[src/rtl/mc_controller.sv]
// Multicycle CPU main controller: Moore FSM decoding a 6-bit opcode into datapath controls.
// Optional bne support is compiled in with `define MC_CONTROLLER_BNE_EN.
module mc_controller (
    input  logic       clk,
    input  logic       reset,
    input  logic [5:0] op,
    input  logic       zero,
    output logic       iord,
    output logic       ir_write,
    output logic       mem_write,
    output logic       reg_write,
    output logic       reg_dst,
    output logic       mem_to_reg,
    output logic       alu_src_a,
    output logic       pc_en,
    output logic       illegal_op,
    output logic [1:0] alu_src_b,
    output logic [1:0] alu_op,
    output logic [1:0] pc_src,
    output logic [3:0] state_dbg
);

    localparam logic [5:0] OpLw    = 6'b100011;
    localparam logic [5:0] OpSw    = 6'b101011;
    localparam logic [5:0] OpRtype = 6'b000000;
    localparam logic [5:0] OpBeq   = 6'b000100;
    localparam logic [5:0] OpAddi  = 6'b001000;
    localparam logic [5:0] OpJ     = 6'b000010;
`ifdef MC_CONTROLLER_BNE_EN
    localparam logic [5:0] OpBne   = 6'b000101;
`endif

    typedef enum logic [3:0] {
        StFetch   = 4'd0,
        StDecode  = 4'd1,
        StMemAdr  = 4'd2,
        StMemRd   = 4'd3,
        StMemWb   = 4'd4,
        StMemWr   = 4'd5,
        StRtypeEx = 4'd6,
        StRtypeWb = 4'd7,
        StBeqEx   = 4'd8,
        StAddiEx  = 4'd9,
        StAddiWb  = 4'd10,
        StJEx     = 4'd11,
        StBneEx   = 4'd12
    } state_e;

    state_e state_q, state_d;

    logic pc_write, branch, op_illegal;
    logic ir_write_raw, mem_write_raw, reg_write_raw;
`ifdef MC_CONTROLLER_BNE_EN
    logic branch_ne;
`endif

    always_ff @(posedge clk) begin
        if (reset) begin
            state_q <= StFetch;
        end else begin
            state_q <= state_d;
        end
    end

    // Every terminal state, and any unused encoding, falls back to FETCH via the default.
    always_comb begin
        state_d       = StFetch;
        iord          = 1'b0;
        ir_write_raw  = 1'b0;
        mem_write_raw = 1'b0;
        reg_write_raw = 1'b0;
        reg_dst       = 1'b0;
        mem_to_reg    = 1'b0;
        alu_src_a     = 1'b0;
        alu_src_b     = 2'b00;
        alu_op        = 2'b00;
        pc_src        = 2'b00;
        pc_write      = 1'b0;
        branch        = 1'b0;
        op_illegal    = 1'b0;
`ifdef MC_CONTROLLER_BNE_EN
        branch_ne     = 1'b0;
`endif
        case (state_q)
            StFetch: begin
                ir_write_raw = 1'b1;
                pc_write     = 1'b1;
                alu_src_b    = 2'b01;
                state_d      = StDecode;
            end
            StDecode: begin
                alu_src_b = 2'b11;
                case (op)
                    OpLw, OpSw: state_d = StMemAdr;
                    OpRtype:    state_d = StRtypeEx;
                    OpBeq:      state_d = StBeqEx;
                    OpAddi:     state_d = StAddiEx;
                    OpJ:        state_d = StJEx;
`ifdef MC_CONTROLLER_BNE_EN
                    OpBne:      state_d = StBneEx;
`endif
                    default: begin
                        state_d    = StFetch;
                        op_illegal = 1'b1;
                    end
                endcase
            end
            StMemAdr: begin
                alu_src_a = 1'b1;
                alu_src_b = 2'b10;
                state_d   = (op == OpLw) ? StMemRd : StMemWr;
            end
            StMemRd: begin
                iord    = 1'b1;
                state_d = StMemWb;
            end
            StMemWb: begin
                mem_to_reg    = 1'b1;
                reg_write_raw = 1'b1;
            end
            StMemWr: begin
                iord          = 1'b1;
                mem_write_raw = 1'b1;
            end
            StRtypeEx: begin
                alu_src_a = 1'b1;
                alu_op    = 2'b10;
                state_d   = StRtypeWb;
            end
            StRtypeWb: begin
                reg_dst       = 1'b1;
                reg_write_raw = 1'b1;
            end
            StBeqEx: begin
                alu_src_a = 1'b1;
                alu_op    = 2'b01;
                pc_src    = 2'b01;
                branch    = 1'b1;
            end
            StAddiEx: begin
                alu_src_a = 1'b1;
                alu_src_b = 2'b10;
                state_d   = StAddiWb;
            end
            StAddiWb: begin
                reg_write_raw = 1'b1;
            end
            StJEx: begin
                pc_src   = 2'b10;
                pc_write = 1'b1;
            end
`ifdef MC_CONTROLLER_BNE_EN
            StBneEx: begin
                alu_src_a = 1'b1;
                alu_op    = 2'b01;
                pc_src    = 2'b01;
                branch_ne = 1'b1;
            end
`endif
            default: ;
        endcase
    end

    // Write enables and pc_en are masked while reset is held so nothing commits mid-reset.
    assign ir_write   = ir_write_raw & ~reset;
    assign mem_write  = mem_write_raw & ~reset;
    assign reg_write  = reg_write_raw & ~reset;
    assign illegal_op = op_illegal & ~reset;
`ifdef MC_CONTROLLER_BNE_EN
    assign pc_en      = (pc_write | (branch & zero) | (branch_ne & ~zero)) & ~reset;
`else
    assign pc_en      = (pc_write | (branch & zero)) & ~reset;
`endif
    assign state_dbg  = state_q;

endmodule

[config.mk]
export PLATFORM = sky130hd
export DESIGN_NAME = mc_controller
export DESIGN_NICKNAME = d
export VERILOG_FILES = /design/src/rtl/mc_controller.sv
export SDC_FILE = /design/constraint.sdc
export NUM_CORES = 1
export LEC_CHECK = 0
export BUFFER_PORTS_ARGS = -buffer_cell sky130_fd_sc_hd__buf_2
export CAP_MARGIN = 40
export CELL_PAD_IN_SITES_DETAIL_PLACEMENT = 1
export CELL_PAD_IN_SITES_GLOBAL_PLACEMENT = 2
export CORE_UTILIZATION = 22
export CTS_CLUSTER_DIAMETER = 120
export DETAILED_ROUTE_END_ITERATION = 8
export GPL_ROUTABILITY_DRIVEN = 0
export GPL_TIMING_DRIVEN = 1
export MAX_ROUTING_LAYER = met4
export PLACE_DENSITY = 0.89
export SLEW_MARGIN = 30
export SYNTH_ARGS = -nofsm -noshare
export SYNTH_HDL_FRONTEND = slang
export SYNTH_SLANG_ARGS = --single-unit
[constraint.sdc]
create_clock -name clk -period 2.1 [get_ports clk]
set_input_delay 0.105 -clock clk [delete_from_list [all_inputs] [get_ports clk]]
set_output_delay 0.105 -clock clk [all_outputs]
set_load 0.005 [all_outputs]
-- Yosys cells after proc, flatten, opt, wreduce, memory -nomap -nowiden
Index checks and enable logic that the tools add are counted.
W data, S select, Z words.
- register bits after elaboration: 4
- bits of input ports: 9
- eq/ne operators: 16
- mux-type cells: 17
- bitwise logic cells: 8
- reduce and logical (&&, ||, !) cells: 9
- operator list (cell ; count):
    $pmux W4 S6 ; 1
    $pmux W4 S5 ; 1
    $eq A4 B3 Y1 const B ; 4
    $eq A4 B4 Y1 const B ; 4
    $eq A6 B6 Y1 const B ; 2
    $mux W1 ; 11
    $eq A4 B2 Y1 const B ; 2
    $pmux W2 S2 ; 2
    $reduce_or A2 Y1 ; 4
    $and A1 B1 Y1 ; 6
    $eq A6 B2 Y1 const B ; 1
    $eq A6 B3 Y1 const B ; 1
    $eq A6 B4 Y1 const B ; 1
    $logic_not A6 Y1 ; 1
    $pmux W2 S3 ; 1
    $reduce_or A6 Y1 ; 1
    $eq A4 B1 Y1 const B ; 1
    $logic_not A4 Y1 ; 1
    $reduce_or A4 Y1 ; 1
    $mux W3 ; 1
    $reduce_or A3 Y1 ; 1
    $not A1 Y1 ; 1
    $or A1 B1 Y1 ; 1

-- Longest topological paths before layout
- word-level depth: 5
- mapped depth: 5
- gate-level depth less buffers: 4

-- Worst setup path before layout
Ideal clock, no wire load.
- path kind: reg2reg
- from: register state_q[2] (netlist: state_dbg[2])
- to: register state_q[1] (netlist: state_dbg[1])
- setup time: 0.070 ns
- arrival: 1.111 ns
- setup slack: 0.919 ns
- cell stages (with the launch flop): 6
- path buffers: 1
- period minus slack after synthesis: 1.181 ns
- cell sequence: dfxtp_1 > buf_6 > or2_4 > nor4_4 > nand2_1 > a21oi_1
- word-level cells in the longest chain between the ends: 2
- elaborated cells between the ends (all ways): 7
- ends and longest elaborated chain (item ; line ; source):
    start, declared ; 49 ; state_e state_q, state_d;
    start signal, assigned ; 59 ; state_q <= StFetch;
    start signal, assigned ; 61 ; state_q <= state_d;
    $eq A4 B4 Y1, or another cell as far along ; 84 ; case (state_q)
    $pmux W4 S6 * ; 84 ;
Mark *: on every way between the ends. The rest lies on a longest branch, timed or not.
A chain may end at the register's enable or synchronous reset.

-- Worst setup path in the final report
- from: register state_q[1] (netlist: state_dbg[1])
- to: output alu_src_b[1]
- word-level cells in the longest chain between the ends: 3
- elaborated cells between the ends (all ways): 6
- ends and longest elaborated chain (item ; line ; source):
    $eq A4 B4 Y1 or $eq A4 B2 Y1 (tied branches) ; 84 ;
    $reduce_or A2 Y1 (no line) ; - ;
    $pmux W2 S3 * ; 84 ;
    end, declared ; 17 ; output logic [1:0] alu_src_b,
Marked as above.

==> flow_summary.json <==
{
  "totalNegativeSetupSlack_ps": 0,
  "pwr-share-comb_pct": 25.5,
  "p_leak_nw": 0.2887,
  "max-slew-margin-rel_pct": 66.48,
  "post_synth_and_or_nand_nor_area_fraction_pct": 40.81,
  "fin_worst_hold_slack_ps": 175.7,
  "grt_setup_unrepaired": "false",
  "vias": 561,
  "finish.cell_count_without_fillers": 117,
  "design.die.area_sq_um": 2292,
  "num_io_pins": 28,
  "wl_per_cell_microns": 11.62,
  "areaGrowthSynthToFinish_pct": 35.14,
  "critPathSlowestCell": "sky130_fd_sc_hd__dfxtp_1",
  "max_reg_flops": 4,
  "timing.critical_path.fanout_max": 15,
  "post-dp-hpwl_microns": 1057,
  "post_cts_hold_buffer_count": 0,
  "clk_pin_slew_ps": 40,
  "synth_top_family_by_area": "simple AND/OR/NAND/NOR gates",
  "clockPowerShare_pct": 38.1,
  "syn_avg_cell_area_sq_um": 7.234,
  "synthXorXnorAreaFrac_pct": 5.676,
  "criticalPathCategory": "reg2out",
  "share_of_the_yosys_chip_area_belonging_to_registers_pct": 17.30,
  "antenna_cells_inserted": 0,
  "yosys_warnings": 0,
  "timing.final.hold_violations": 0,
  "ctsResizeCount": 0,
  "min_period_ps": 1664,
  "synth_top_cell_by_area": "sky130_fd_sc_hd__dfxtp_1",
  "start_util_pct": 23.60,
  "die-width_microns": 47.87,
  "cts_inserted_buffers": 3,
  "critical_path.top_delay_family": "flip-flops",
  "syn_nets": 73,
  "synth_edf_count": 0,
  "cells_along_the_critical_path": "nand2b_1 -> nand2b_1 -> a21oi_1 -> buf_2",
  "min-delay-start": "reset",
  "timing_worst_slew_pin_value_ps": 502.1,
  "cts_setup_buffers": 0,
  "grt_pass1_wl_microns": 2111,
  "yosys.area_share.adder_pct": 0,
  "clkLatencyLatePin_ps": 230,
  "core_region_area_sq_um": 1962,
  "design.final.nets": 101,
  "detailedRoute.firstPassIterationCount": 2,
  "synth-seq-cells": 4,
  "synth_compound_gate_area_share_pct": 27.03,
  "drc_errors": 0,
  "timing.critical_path.from": "state_dbg[1]",
  "yosys_most_used_dff": "sky130_fd_sc_hd__dfxtp_1",
  "critical_path.reg2reg.startpoint": "state_dbg[1]",
  "cpMostUsedCell": "sky130_fd_sc_hd__nand2b_1",
  "end_kind": "primary output",
  "timing.critical_path.required_ps": 2000,
  "max-clock-path-buffers": 2,
  "num_rows": 16,
  "share_seq_of_total_power_pct": 36.4,
  "peakVddDrop_mv": 0.2313,
  "ctsRootBufferMaster": "sky130_fd_sc_hd__clkbuf_4",
  "timing.clock.skew_ps": 3.396,
  "grt_start_max_net_pins": 16,
  "postRouteAntennaNets": 0,
  "route.detailed.vias_per_inst": 4.795,
  "first_global_vias": 486,
  "timing.fmax_ghz": 0.6009,
  "io_buffer_count": 27,
  "final-setup-viol-count": 0,
  "async_reset_ff_share_pct": 0,
  "synth.cell_area_sq_um": 462.9,
  "grt.total_usage_pct": 13.51,
  "clock_sink_count": 4,
  "synthTopCellsByArea": "sky130_fd_sc_hd__dfxtp_1, sky130_fd_sc_hd__nor2_1, sky130_fd_sc_hd__nand2b_1",
  "switchingPower_w": 0.00007137,
  "floorplan.die.height_microns": 47.87,
  "syn_inst": 64,
  "power.internal_w": 0.0001713,
  "grt_antenna_before_repair": 0,
  "placed_cells_incl_taps": 114,
  "total_count_of_max_transition_violations_in_the_final_report": 0,
  "run_status": "complete, no violations",
  "yosysTopAreaCellShare_pct": 17.30,
  "multiplexer_share_of_the_synthesized_area_pct": 2.162,
  "sw_frac_of_total_pct": 29.41,
  "worst_path_largest_cell_delay_ps": 620,
  "timing.hold.worst.class": "in2reg",
  "cp.buffers_inverters": 1,
  "timing.max_cap.violations": 0,
  "timing.final.crit_share_pct": 79.24,
  "worst_ep_arrival_ps": 1560,
  "gr-total-overflow": 0,
  "drtIter0Drc": 5,
  "synth.distinct_cells": 28,
  "drive_gt1_share_pct": 37.78,
  "htree_levels": 1,
  "crit_path_start_kind": "flip-flop",
  "postRouteWirelength_microns": 1359,
  "power_per_cell_area_nw_per_um2": 387.9,
  "tritoncts": "built"
}
==> cells in the mapped netlist, types with 2 or more instances <==
cell                       n
sky130_fd_sc_hd__a21oi_1   5
sky130_fd_sc_hd__nand3_1   3
sky130_fd_sc_hd__nor4_1    4
sky130_fd_sc_hd__nand2b_1  5
sky130_fd_sc_hd__dfxtp_1   4
sky130_fd_sc_hd__buf_2     2
sky130_fd_sc_hd__nand2_1   2
sky130_fd_sc_hd__a21o_1    2
sky130_fd_sc_hd__xor2_1    3
sky130_fd_sc_hd__o21ai_0   3
sky130_fd_sc_hd__nor3_1    5
sky130_fd_sc_hd__o31ai_1   2
sky130_fd_sc_hd__nor2_1    9
==> routing by layer <==
layer | up-vias | track usage, % | wire [microns]
li1 | 293 | - | -
met3 | 0 | 4.528 | 80
met5 | - | - | 0
met4 | 0 | 1.667 | 0
met1 | 244 | 15.74 | 670
met2 | 24 | 22.97 | 608
==> path summary, 6_finish.rpt <==
path / to / slack (ps) / cells after the start
max: alu_src_b[1] / 440 / 4
min: state_dbg[3] / 180 / 2
max reg2reg: state_dbg[2] / 610 / 4
min reg2reg: state_dbg[0] / 690 / 2
==> kinds of logic after synthesis <==
kind of cell              after synthesis
and+or+nand+nor                        33
xor gates and xnor gates                3
buffers and inverters                   5
DFF                                     4
muxes                                   1
AOI/OAI and AO/OA                      18
==> through the flow <==
stage	worst slack (ps)	total power (W)	cell area [sq um]	utilization, %
2_1_floorplan	919.1	0.0001211	462.9	-
3_3_place_gp	704.5	0.0001510	603.1	30.74
3_5_place_dp	624.0	0.0001521	603.1	30.74
4_1_cts	431.1	0.0002490	625.6	31.89
5_1_grt	319.7	0.0002644	625.6	31.89
6_report	435.9	0.0002427	625.6	31.89
==> cell usage in the layout, fill, tap and decap left out, drive strengths merged, types with 2 or more instances in the layout <==
| cell type | instances |
|---|---|
| a21oi | 5 |
| nand2 | 2 |
| xor2 | 3 |
| nor2 | 9 |
| o31ai | 2 |
| nor3 | 5 |
| nand2b | 6 |
| nor4 | 5 |
| a21o | 2 |
| dfxtp | 4 |
| buf | 27 |
| nand3 | 3 |
| clkbuf | 3 |
| o21ai | 3 |
==> area by class of cell <==
class | instances | area [sq um]
Fill cell | 271 | 1336
Multi-Input combinational cell | 55 | 350.3
Timing Repair Buffer | 27 | 135.1
Sequential cell | 4 | 80.08
Tap cell | 27 | 33.78
Clock buffer | 3 | 22.52
Inverter | 1 | 3.754
==> worst reg2reg max path, delay by kind of cell, from the launching register on <==
kind | cells | cell delay, ps
and+or+nand+nor | 2 | 450
AOI/OAI and AO/OA | 2 | 340
DFF | 1 | 620
==> power groups by stage <==
stage / Combinational (W) / Sequential, W / Clock, W
CTS: 0.0000629 / 0.0000881 / 0.0000981
floorplan: 0.0000383 / 0.0000827 / 0
global placement: 0.0000621 / 0.0000890 / 0
global route: 0.0000705 / 0.0000893 / 0.000105
finish: 0.0000619 / 0.0000882 / 0.0000925
detailed placement: 0.0000626 / 0.0000895 / 0
Power figures use the tool's default switching activity.
